==> src/rtl/ls161.sv <==
// SN74LS161 model: synchronous 4-bit binary counter with asynchronous clear,
// synchronous parallel load and a combinational ripple-carry output.
module ls161 (
  input  logic _CLK,
  input  logic _CLR,
  input  logic _LOAD,
  input  logic _ENP,
  input  logic _ENT,
  input  logic _A,
  input  logic _B,
  input  logic _C,
  input  logic _D,
  output logic _QA,
  output logic _QB,
  output logic _QC,
  output logic _QD,
  output logic _RCO
);

  logic [3:0] count;

  // Clear overrides everything; then load beats count; otherwise hold.
  always_ff @(posedge _CLK or negedge _CLR) begin
    if (!_CLR) begin
      // NOTE: state registers use non-blocking assignment so every flop samples pre-edge values.
      count <= 4'b0000;
    end else if (!_LOAD) begin
      count <= {_D, _C, _B, _A};
    end else if (_ENP && _ENT) begin
      count <= count + 4'd1;
    end
  end

  assign {_QD, _QC, _QB, _QA} = count;

  // Carry depends only on _ENT and the terminal count, so cascaded stages
  // see it settle within the cycle and all stages update on the same edge.
  assign _RCO = _ENT & (&count);

endmodule

==> config.mk <==
export PLATFORM = sky130hd
export DESIGN_NAME = ls161
export DESIGN_NICKNAME = d
export VERILOG_FILES = /design/src/rtl/ls161.sv
export SDC_FILE = /design/constraint.sdc
export NUM_CORES = 1
export LEC_CHECK = 0
export ABC_AREA = 0
export ABC_CLOCK_PERIOD_IN_PS = 1360
export CAP_MARGIN = 20
export CORE_AREA = 2 2 39 41
export CTS_BUF_LIST = sky130_fd_sc_hd__clkbuf_4
export DETAILED_ROUTE_END_ITERATION = 10
export DIE_AREA = 0 0 41 43
export MAX_ROUTING_LAYER = met4
export SLEW_MARGIN = 20
export SYNTH_ARGS = -nofsm -noshare
export SYNTH_HDL_FRONTEND = slang
export SYNTH_SLANG_ARGS = --single-unit
export TNS_END_PERCENT = 100
==> constraint.sdc <==
create_clock -name _CLK -period 1.36 [get_ports _CLK]
set_input_delay 0.272 -clock _CLK [delete_from_list [all_inputs] [get_ports _CLK]]
set_output_delay 0.272 -clock _CLK [all_outputs]
set_load 0.02 [all_outputs]
==> results_dict.tcl <==
set metrics [dict create \
    tightestPinTransition_ns 0.274 \
    synth_seq_cells 4 \
    vdd_ir_drop_max_mv 0.239 \
    cts-root-buf "sky130_fd_sc_hd__clkbuf_4" \
    grt_max_degree 9 \
    most-common-layout-cells "sky130_fd_sc_hd__clkdlybuf4s50_1, sky130_fd_sc_hd__buf_4, sky130_fd_sc_hd__nor2_1, sky130_fd_sc_hd__dfrtp_1" \
    critical_path_at_ns 1.09 \
    die-height_um 43 \
    postLayoutCoreUtil 0.315 \
    final_nets 56 \
    post_route_cells_drive_above_1_share 0.295 \
    first_global_vias 179 \
    core_area_mm2 0.00138 \
    cp-start-kind "primary input" \
    setup.worst_path.end_class "output pin" \
    total_iterations_of_the_first_detailed_routing_run 1 \
    grt_overflow_total 0 \
    syn-instance-count 23 \
    register_to_register_setup_slack_ns 0.25 \
    synthesis.yosys.warnings 0 \
    antenna_left 0 \
    insertedDiodeCount 0 \
    critical_path.max_stage_delay_ns 0.49 \
    power_density_over_the_cells_mw_per_mm2 1010 \
    cellLeakagePower_nw 0.187 \
    port-buffer-count 13 \
    worstPathCellList "clkdlybuf4s50_1, and4_4, buf_6" \
    largest_registers "count (4)" \
    timing_max_transition_violations_final 0 \
    timing.final.crit_period_ns 1.36 \
    critical_path.reg2reg.endpoint "count[3]" \
    layout.filler_cells 149 \
    max_cap_viol_count 0 \
    layout.cells.most_common "sky130_fd_sc_hd__clkdlybuf4s50_1" \
    hold_path_class "in2async" \
    post-route-drc-count 0 \
    outcome "finished with violations" \
    layout_setup_ws_ns -0.000748 \
    yosysUniqueCellTypes 13 \
    die_w_um 41 \
    cts_sinks 4 \
    power_uw 438 \
    largest_register_ff_count 4 \
    worst-endpoint-required_ns 1.09 \
    first_iter_violations 0 \
    syn_to_final_growth_pct 100 \
    hpwlAfterDp_um 448 \
    numCtsBuffers 3 \
    multi_input_gate_area_um2 118 \
    path_buf_inv 2 \
    post-place-cells 57 \
    clock_tree.htree_level_count 1 \
    design.portCount 14 \
    gp_routability_congestion 0.724 \
    final_cell_count_without_fillers 60 \
    totalNegativeSetupSlack_ns -0.000748 \
    first_pass_grt_wire_length_um 779 \
    rsz0062_at_grt "true" \
    grt_usage 0.0763 \
    wire_per_inst_um 9.32 \
    antenna_found_initial 0 \
    worst_slew_margin_rel 0.817 \
    floorplan.initialDensity 0.157 \
    netlist_area_um2 218 \
    violated_checks "setup timing" \
    finalSetupViolCount 1 \
    final_hold_violations 0 \
    seq_area_frac_synth 0.460 \
    slowest_library_cell_on_the_worst_path "sky130_fd_sc_hd__clkdlybuf4s50_1" \
    worstSetupPathType "in2out" \
    clkTransAtPathRegs_ns 0.04 \
    regArea_um2 100 \
    layout_worst_path_cycle_share 1.00 \
    tritoncts "built" \
    critical_path.top_delay_family "buffers and inverters" \
    largest_register "count" \
    source_to_sink_clock_delay_at_the_later_pin_of_the_worst_skew_pair_ns 0.23 \
    die_area_mm2 0.00176 \
    synth_nets 33 \
    max-clock-path-buffers 2 \
    fmax_mhz 735 \
    reg2reg_from "count[3]" \
    crit_fanout 2 \
    postRouteWirelength_um 559 \
    synth.avg_cell_area_um2 9.47 \
    floorplan.rows 14 \
    num_vias 238 \
    route.detailed.vias_per_inst 3.97 \
    worst_r2r_path_depth 3 \
    finClkSkew_ns 0.00153 \
]
[report_power, final]
group          internal, mW  leakage (nW)  switching (mW)  total (mW)
Combinational        0.0806         0.129          0.0648       0.145
Clock                0.0990        0.0138          0.0521       0.151
Sequential            0.134        0.0448         0.00808       0.142
[stage by stage]
stage | hold slack [ns] | instance area (µm²) | setup slack [ns]
after detailed placement | 0.505 | 409 | -0.466
after floorplan | -0.0236 | 218 | 0.114
after global placement | 0.499 | 409 | -0.450
after CTS | 0.248 | 423 | -0.129
final | 0.253 | 435 | -0.000748
after global routing | 0.250 | 435 | -0.0289
[per-layer routing]
layer	global-route usage	wire length, µm	vias up
met5	-	0	-
met4	0.0800	0	0
met3	0.0366	56	0
met2	0.0875	274	9
met1	0.0874	228	103
li1	-	-	126
[kinds of logic after synthesis]
| kind of cell | synth area share |
|---|---|
| simple gates | 0.218 |
| compound gates | 0.121 |
| flops | 0.460 |
| xor+xnor | 0.0805 |
| buf+inv | 0.0172 |
| mux | 0.0460 |
| fa+ha+maj | 0.0575 |
[how the worst max path moves through the flow]
stage / from / endpoint / depth (start not counted)
3_5_place_dp: _ENT / _RCO / 3
6_report: _ENT / _RCO / 3
3_3_place_gp: _ENT / _RCO / 3
4_1_cts: count[0] / _RCO / 3
5_1_grt: count[0] / _RCO / 3
2_1_floorplan: count[0] / _RCO / 2
[final cells by class]
class	instances	share of cell area
clock buffers	3	0.0517
multi-input cells	18	0.270
flip-flops and latches	4	0.230
well taps	16	0.0460
repair buffers	19	0.402
[cell usage after synthesis, drive strengths merged]
master / number / area share
nor2: 4 / 0.069
ha: 1 / 0.057
a21oi: 3 / 0.069
o21ai: 1 / 0.023
xor2: 2 / 0.080
or3: 1 / 0.029
nand3: 2 / 0.046
dfrtp: 4 / 0.46
and4: 1 / 0.046
a31oi: 1 / 0.029
nand2: 1 / 0.029
clkbuf: 1 / 0.017
mux2i: 1 / 0.046
[what timing repair did]
| item | CTS | global route |
|---|---|---|
| cloned | 0 | 0 |
| resized for setup | 9 | 6 |
| hold buffers | 0 | 0 |
| setup buffers | 0 | 0 |
| pin swaps | 0 | 2 |
| endpoints found under the setup margin | 5 | 1 |
(Power assumes the default switching activity.)
==> patch (same settings) <==
Add an input register stage for `_A`, cleared by the reset; this delays it by one clock. The other inputs are not delayed to match.
--- a/src/rtl/ls161.sv
+++ b/src/rtl/ls161.sv
@@ -19,2 +19,12 @@
 
+  logic _A_q;
+
+  always_ff @(posedge _CLK or negedge _CLR) begin
+    if (!_CLR) begin
+      _A_q <= '0;
+    end else begin
+      _A_q <= _A;
+    end
+  end
+
   logic [3:0] count;
@@ -27,3 +37,3 @@
     end else if (!_LOAD) begin
-      count <= {_D, _C, _B, _A};
+      count <= {_D, _C, _B, _A_q};
     end else if (_ENP && _ENT) begin
Check against the original RTL: not equivalent (a bounded check fails within 4 cycles, from zero or initial values).
==> patch against the original RTL <==
Cell area increased by 7.8%. Setup slack improved by 0.0059 ns. Count of clock-buffer cells in the layout increased by 1. Global-route usage increased by 0.33 points. Sequential cell count increased by 1. Total power increased by 17%. Area after synthesis increased by 11%. Routed wire length increased by 3.0%. Critical path type unchanged. Highest routed layer unchanged.
==> patch: results (changes against the original RTL) <==
{| class="wikitable"
! Metric !! Value
|-
| Run status || complete, no violations (was complete, but fails checks)
|-
| Number of cells in the design after placement || 58 (was 57)
|-
| Wire length reported by the detailed router || 576 µm (was 559 µm)
|-
| Power Clock || 0.191 mW (was 0.151 mW)
|-
| Commonest cells post-synth || sky130_fd_sc_hd__dfrtp_1 (5), sky130_fd_sc_hd__nor2_1 (4), sky130_fd_sc_hd__a21oi_1 (3), sky130_fd_sc_hd__nand3_1 (2), sky130_fd_sc_hd__xor2_1 (2) (was sky130_fd_sc_hd__dfrtp_1 (4), sky130_fd_sc_hd__nor2_1 (4), sky130_fd_sc_hd__a21oi_1 (3), sky130_fd_sc_hd__nand3_1 (2), sky130_fd_sc_hd__xor2_1 (2))
|-
| Via count of the first global-routing pass || 240 (was 179)
|-
| Leakage power figure || 0.2032 nW (was 0.1871 nW)
|-
| Drt via density || 4.161 (was 3.967)
|-
| Main area contributors after synthesis || sky130_fd_sc_hd__dfrtp_1 (52%), sky130_fd_sc_hd__xor2_1 (7.2%), sky130_fd_sc_hd__a21oi_1 (6.2%), sky130_fd_sc_hd__nor2_1 (6.2%), sky130_fd_sc_hd__ha_1 (5.2%) (was sky130_fd_sc_hd__dfrtp_1 (46%), sky130_fd_sc_hd__xor2_1 (8.0%), sky130_fd_sc_hd__a21oi_1 (6.9%), sky130_fd_sc_hd__nor2_1 (6.9%), sky130_fd_sc_hd__ha_1 (5.7%))
|-
| Slew @ Worst Pin || 0.2725 ns (was 0.2743 ns)
|-
| Seq cells || 5 (was 4)
|-
| Total number of nets in the final design || 57 (was 56)
|-
| Final instance area || 469.2 µm² (was 435.4 µm²)
|-
| Reported net switching power || 0.1347 mW (was 0.1250 mW)
|-
| Filler cell count || 151 (was 149)
|-
| Cell area reported after detailed placement || 434.2 µm² (was 409.1 µm²)
|-
| Biggest regs || count x4, _A_q x1 (was count x4)
|-
| Multi-input gate share of total cell area || 25.07% (was 27.01%)
|-
| Sequential fraction of total cell area || 26.67% (was 22.99%)
|-
| Detailed-routed wire length on met3 || 86 µm (was 56 µm)
|-
| Post-Synthesis Net Count || 34 (was 33)
|-
| Non-clock buffer contribution to total cell area || 37.60% (was 40.23%)
|-
| VDD IR max || 0.4583 mV (was 0.2393 mV)
|-
| RD Place Congestion || 0.7611 (was 0.7238)
|-
| Mean area per synthesized cell || 10.11 µm² (was 9.466 µm²)
|-
| Area added between synthesis and finish || 93.30% (was 100.0%)
|-
| Dpl ws || -0.4645 ns (was -0.4662 ns)
|-
| HPWL after detailed placement || 445.1 µm (was 448 µm)
|}
## patch: repair_timing
action,4_1_cts,5_1_grt
gates resized for setup,10,6
hold buffers,0,0
setup endpoints to repair,5,4
pin swaps,0,2
## patch: path summary, 6_finish.rpt
path / endpoint / slack [ns] / depth (start not counted)
max: _RCO / 0.005 / 3
min reg2reg: count[0] / 0.49 / 2
min: count[2] / 0.26 / 1
max in group asynchronous: count[1] / 0.91 / 1
max reg2reg: count[3] / 0.23 / 4
min in group _CLK: _A_q / 0.47 / 1
## patch: cells by family (layout without fill, tap and decap cells)
kind of cell	count (synthesis)	count (layout)	share of synthesized area [%]
AND/OR/NAND/NOR	9	9	19.59
adder cells (fa/ha/maj)	1	1	5.154
buffers and inverters	1	23	1.545
AO/OA/AOI/OAI	5	5	10.82
XOR/XNOR	2	2	7.218
multiplexers	1	1	4.124
flip-flops	5	5	51.55
## patch: layer usage
metal,vias to the layer above,track usage [%]
li1,131,-
met1,114,7.190
met2,13,12.19
met3,0,6.806
met4,0,2.000
met5,-,-
